===== src/rtl/clic_irq_handshake.sv =====
// rtl/clic_irq_handshake.sv - CLIC interrupt capture, eligibility check and ready/kill handshake
module clic_irq_handshake #(
    parameter int NumSrc     = 256,
    parameter int IdWidth    = $clog2(NumSrc),
    parameter int LevelWidth = 8
) (
    input  logic                  clk_i,
    input  logic                  rst_i,
    input  logic                  irq_valid_i,
    input  logic [IdWidth-1:0]    irq_id_i,
    input  logic [LevelWidth-1:0] irq_level_i,
    input  logic [1:0]            irq_priv_i,
    input  logic                  irq_shv_i,
    output logic                  irq_ready_o,
    input  logic                  irq_kill_req_i,
    output logic                  irq_kill_ack_o,
    input  logic [1:0]            cur_priv_i,
    input  logic                  mie_i,
    input  logic                  sie_i,
    input  logic [LevelWidth-1:0] mintthresh_i,
    input  logic [LevelWidth-1:0] sintthresh_i,
    output logic                  req_valid_o,
    output logic [IdWidth-1:0]    req_id_o,
    output logic [LevelWidth-1:0] req_level_o,
    output logic [1:0]            req_priv_o,
    output logic                  req_shv_o,
    input  logic                  core_take_i
);

    localparam logic [1:0] PrivU = 2'b00;
    localparam logic [1:0] PrivS = 2'b01;
    localparam logic [1:0] PrivM = 2'b11;

    typedef enum logic [1:0] {
        IDLE    = 2'd0,
        PENDING = 2'd1,
        ACK     = 2'd2,
        KILL    = 2'd3
    } state_e;

    state_e                state_q, state_d;
    logic [IdWidth-1:0]    id_q, id_d;
    logic [LevelWidth-1:0] level_q, level_d;
    logic [1:0]            priv_q, priv_d;
    logic                  shv_q, shv_d;
    logic                  eligible;

    // Eligibility of the captured interrupt against the live privilege, xIE and thresholds.
    always_comb begin
        eligible = 1'b0;
        case (priv_q)
            PrivM: eligible = (cur_priv_i != PrivM) ||
                              (mie_i && (level_q > mintthresh_i));
            PrivS: eligible = (cur_priv_i == PrivU) ||
                              ((cur_priv_i == PrivS) && sie_i && (level_q > sintthresh_i));
            default: eligible = 1'b0;
        endcase
    end

    // State and captured-interrupt registers.
    always_ff @(posedge clk_i or posedge rst_i) begin
        if (rst_i) begin
            state_q <= IDLE;
            id_q    <= '0;
            level_q <= '0;
            priv_q  <= '0;
            shv_q   <= 1'b0;
        end else begin
            state_q <= state_d;
            id_q    <= id_d;
            level_q <= level_d;
            priv_q  <= priv_d;
            shv_q   <= shv_d;
        end
    end

    // Next-state, capture and handshake outputs; the pulses come only from registered state.
    always_comb begin
        state_d        = state_q;
        id_d           = id_q;
        level_d        = level_q;
        priv_d         = priv_q;
        shv_d          = shv_q;
        req_valid_o    = 1'b0;
        irq_ready_o    = 1'b0;
        irq_kill_ack_o = 1'b0;
        case (state_q)
            IDLE: begin
                if (irq_valid_i && !irq_kill_req_i) begin
                    id_d    = irq_id_i;
                    level_d = irq_level_i;
                    priv_d  = irq_priv_i;
                    shv_d   = irq_shv_i;
                    state_d = PENDING;
                end
            end
            PENDING: begin
                req_valid_o = eligible;
                // A take only counts while the request is actually offered to the core.
                if (core_take_i && eligible) begin
                    state_d = ACK;
                end else if (irq_kill_req_i) begin
                    state_d = KILL;
                end
            end
            ACK: begin
                irq_ready_o = 1'b1;
                state_d     = IDLE;
            end
            KILL: begin
                irq_kill_ack_o = 1'b1;
                state_d        = IDLE;
            end
            default: state_d = IDLE;
        endcase
    end

    assign req_id_o    = id_q;
    assign req_level_o = level_q;
    assign req_priv_o  = priv_q;
    assign req_shv_o   = shv_q;

endmodule


===== config.mk =====
export PLATFORM = sky130hd
export DESIGN_NAME = clic_irq_handshake
export DESIGN_NICKNAME = d
export VERILOG_FILES = /design/src/rtl/clic_irq_handshake.sv
export SDC_FILE = /design/constraint.sdc
export NUM_CORES = 1
export LEC_CHECK = 0
export CELL_PAD_IN_SITES_DETAIL_PLACEMENT = 1
export CELL_PAD_IN_SITES_GLOBAL_PLACEMENT = 1
export CORE_ASPECT_RATIO = 0.7
export CORE_MARGIN = 2
export CORE_UTILIZATION = 26
export CTS_CLUSTER_DIAMETER = 150
export DETAILED_ROUTE_END_ITERATION = 10
export PLACE_DENSITY_LB_ADDON = 0.1
export SYNTH_ARGS = -nofsm -noshare
export SYNTH_HDL_FRONTEND = slang
export SYNTH_SLANG_ARGS = --single-unit
export TNS_END_PERCENT = 5

===== constraint.sdc =====
create_clock -name clk_i -period 2.05 [get_ports clk_i]
set_clock_uncertainty 0.05 [all_clocks]
set_input_delay 0.5125 -clock clk_i [delete_from_list [all_inputs] [get_ports clk_i]]
set_output_delay 0.5125 -clock clk_i [all_outputs]
set_load 0.1 [all_outputs]

* After elaboration in Yosys (flattened, before gate mapping) *
Cells that the tools add are included.
Widths: inputs -> output; s select.

storage, ports and cells
  logic and storage cells = 37
  input bits = 44
  register bits after elaboration = 21

operators by class
  eq/ne operators = 9
  reduce and logical (&&, ||, !) cells = 13
  magnitude comparators = 2
  multiplexer cells = 8

operators by type and width
  cell                count
  $gt 8x8->1          2
  $eq 2x1->1 const B  3
  $eq 2x2->1 const B  3
  $mux 2              3
  $pmux 2 s3          1
  $logic_and 1x1->1   5
  $logic_not 2->1     2
  $ne 2x2->1 const B  2
  $reduce_and 2->1    2
  $mux 1              3
  $ne 3x3->1 const B  1
  $logic_or 1x1->1    2
  $pmux 1 s2          1
  $reduce_or 2->1     1
  $logic_not 1->1     1

* Depth between registers and ports, before layout *
  depth in word-level cells = 8
  depth in mapped cells = 7

* Worst setup path before layout *
Ideal clock, no wire load.

  path type = register to output
  start = reg level_q[0] (netlist: req_level_o[0])
  end = out req_valid_o
  buffers on the path = 0
  stages on the path, launching flop included = 8
  data required time = 1.487 ns
  setup slack = -2.411 ns
  data arrival time = 3.898 ns
  path through = dfrtp_1 -> inv_1 -> ha_1 -> and4_1 -> nand2_1 -> a311o_1 -> nand2_1 -> nor3_1

between the ends
  word-level cells in the longest chain between the ends = 5
  elaborated cells between the ends (all ways) = 8

ends and longest elaborated chain
  item                                         RTL line  text
  from (decl)                                  43        logic [LevelWidth-1:0] level_q, level_d;
  from (signal assigned)                       71        level_q <= level_d;
  $gt 8x8->1, on equally long branches         55, 53
  $logic_and 1x1->1, on equally long branches  55, 53
  $logic_or 1x1->1, on equally long branches   54, 52
  $pmux 1 s2 *                                 51        case (priv_q)
  $mux 1 *                                     87        case (state_q)
  to (decl)                                    22        output logic req_valid_o,

Every way passes the cells marked *; elsewhere a longest branch is shown, timed or not.

* Final worst setup path *
  start = in cur_priv_i[0]
  end = out req_valid_o

between the ends
  word-level cells in the longest chain between the ends = 6
  elaborated cells between the ends (all ways) = 9

ends and longest elaborated chain
  item                             RTL line  text
  from (decl)                      17        input logic [1:0] cur_priv_i,
  $eq 2x1->1                       55        ((cur_priv_i == PrivS) && sie_i && (level_q > sintthresh_i));
  $logic_and 1x1->1 (2 in series)  55
  $logic_or 1x1->1                 54        PrivS: eligible = (cur_priv_i == PrivU) ||
  $pmux 1 s2 *                     51
  $mux 1 *                         87

Marks and branches as above.

==> impl_metrics.tcl <==
set metrics [dict create \
    met3_usage 0.0476 \
    violations "setup timing" \
    ant_nets 0 \
    syn-mean-instance-area_um2 11.0 \
    grt_max_degree 23 \
    start_kind "input pin" \
    drive_gt1_frac 0.527 \
    dp_hpwl_um 3220 \
    diodes 0 \
    gr-max-usage-layer "met2" \
    gr-total-overflow 0 \
    relSlewSlack 0.764 \
    max_freq_mhz 377 \
    worstMarginPinSlew_ps 353 \
    critPathMaxFanout 2 \
    rsz0062_at_grt "true" \
    netlist_area_um2 1270 \
    drc 0 \
    clk_pin_slew_ps 80 \
    via_per_inst 4.39 \
    antenna_found_initial 0 \
    crit_type "in -> out" \
    finalNonFillerCells 276 \
    grt_util_met2 0.276 \
    port_buffers 65 \
    hold_class "in -> async" \
    crit_arrival_ps 2090 \
    fill_cells 497 \
    die-area_um2 5480 \
    synth_warnings 0 \
    grt_first_pass_wirelength_um 6950 \
    clkLatencyLatePin_ps 260 \
    cts-root-buf "clkbuf_8" \
    status "finished with violations" \
    nNetsFinal 268 \
    ys_seq_area_frac 0.413 \
    endpoint_kind "output port" \
    wl_um 4250 \
    die_w_um 87.7 \
    slew_violations 0 \
    ys_types 29 \
    required_ps 1490 \
    grt_pass1_vias 1350 \
    wl_per_cell_um 15.4 \
    cap_violations 0 \
    start_util 0.268 \
    syn_to_final_growth_pct 114 \
    cts_buffer_depth 2 \
    routabilityCongestion 0.755 \
    tritoncts "yes" \
    fin_crit_ps 2650 \
    pre_cts_slack_ps -880 \
    fin_crit_sh 1.29 \
    setup_viol 3 \
    cts_buffers 3 \
    grt_util_met1 0.207 \
    hold_viol_final 0 \
    core_area_um2 4760 \
    r2r_cells 10 \
    dp_cells 266 \
    drt_iter0_markers 9 \
    cts.htree.levels 1 \
    syn_nets 176 \
    io_pins 66 \
    synth_cells 116 \
    first_pass_iters 4 \
    routed-via-count 1213 \
    ys_ff_latch 21 \
    track_usage 0.166 \
    rows 21 \
    cts_sinks 21 \
    setup_ws_ps -604 \
    die-height_um 62.6 \
]
[area by class of cell]
class | count | area [um^2] | share of cell area
multi-input cells | 75 | 916 | 0.337
clock inverters | 1 | 5.00 | 0.00184
inverters | 18 | 70.1 | 0.0257
well taps | 69 | 86.3 | 0.0317
flip-flops and latches | 21 | 556 | 0.204
clock buffers | 3 | 41.3 | 0.0152
repair buffers | 89 | 1050 | 0.385
[layer usage]
metal | up-vias | wire length (um)
met2 | 34 | 2190
met1 | 581 | 1750
li1 | 592 | -
met4 | 0 | 54
met3 | 6 | 250
met5 | - | 0
[synthesized netlist by cell type (all sizes together)]
library cell | instances | area, um^2
inv | 18 | 67.6
nor2 | 1 | 3.75
a21boi | 1 | 7.51
ha | 16 | 200
o211ai | 1 | 7.51
mux2 | 18 | 203
buf | 2 | 15.0
a211o | 1 | 8.76
a21o | 1 | 7.51
a31oi | 1 | 6.26
a21oi | 6 | 30.0
o21ai | 3 | 15.0
and4 | 2 | 17.5
or2 | 1 | 6.26
nor2b | 3 | 18.8
nor4b | 1 | 15.0
a2111oi | 1 | 15.0
nand3 | 4 | 20.0
and2 | 1 | 6.26
nand2 | 5 | 18.8
o31ai | 1 | 7.51
dfrtp | 21 | 526
a311o | 1 | 10.0
nor3 | 1 | 5.00
nand3b | 1 | 7.51
o21a | 1 | 7.51
nand4 | 2 | 12.5
o31a | 1 | 8.76
[path summary, 6_finish.rpt]
check / start / end / slack [ps]
worst max-delay path: cur_priv_i[0] / req_valid_o / -600
worst min-delay path: rst_i / req_shv_o / 430
worst max register to register: req_level_o[7] / state_q[0] / -130
worst min register to register: req_id_o[0] / req_id_o[0] / 510
max in group asynchronous: rst_i / req_level_o[5] / 990
min in group clk_i: req_id_o[0] / req_id_o[0] / 510
[cell families (layout without fill, tap and decap cells)]
logic type      Yosys count  after routing  share of synthesized area
fa+ha+maj                16             16                      0.157
simple gates             22             22                      0.103
compound gates           19             19                      0.103
flops                    21             21                      0.413
mux                      18             18                      0.159
buf+inv                  20            111                     0.0648
[per-stage QoR]
stage	utilization	TNS (ps)	area [um^2]	hold WS (ps)
detailed placement	0.529	-1790	2510	497
global placement	0.529	-1620	2510	483
global route	0.572	-1080	2720	456
CTS	0.564	-628	2680	431
finish	0.572	-864	2720	427
floorplan	-	-975	1420	439
[state kept, by name, summed over array words and instances (netlist names)]
register / count
req_priv_o: 2
req_level_o: 8
req_id_o: 8
state_q: 2
req_shv_o: 1
[placed cells by master (no fill, tap or decap), drive strengths merged, types with 2 or more instances in the layout]
| cell type | n |
|---|---|
| clkdlybuf4s50 | 27 |
| nand4 | 2 |
| dlygate4sd2 | 16 |
| buf | 46 |
| a21oi | 6 |
| ha | 16 |
| nor2b | 3 |
| inv | 18 |
| o21ai | 3 |
| clkbuf | 3 |
| dfrtp | 21 |
| mux2 | 18 |
| nand3 | 4 |
| and4 | 2 |
| nand2 | 5 |
[worst max-delay path, cell delays in order]
cell,delay (ps)
clkdlybuf4s50_1,490
nor2_1,100
a2111oi_4,340
a21boi_1,140
a31oi_2,250
nor3_4,80
buf_12,170
[timing repair]
item / 4_1_cts / 5_1_grt
hold buffers: 0 / 0
gates resized for setup: 48 / 4
setup buffers: 4 / 3
pin swaps: 21 / 8
setup endpoints to repair: 3 / 3
cloned: 0 / 0
endpoints found under the hold margin: 0 / 0
Power is left out: the tool's default activity adds up to more than one toggle a clock period on the data nets, which glitch-free logic cannot reach.
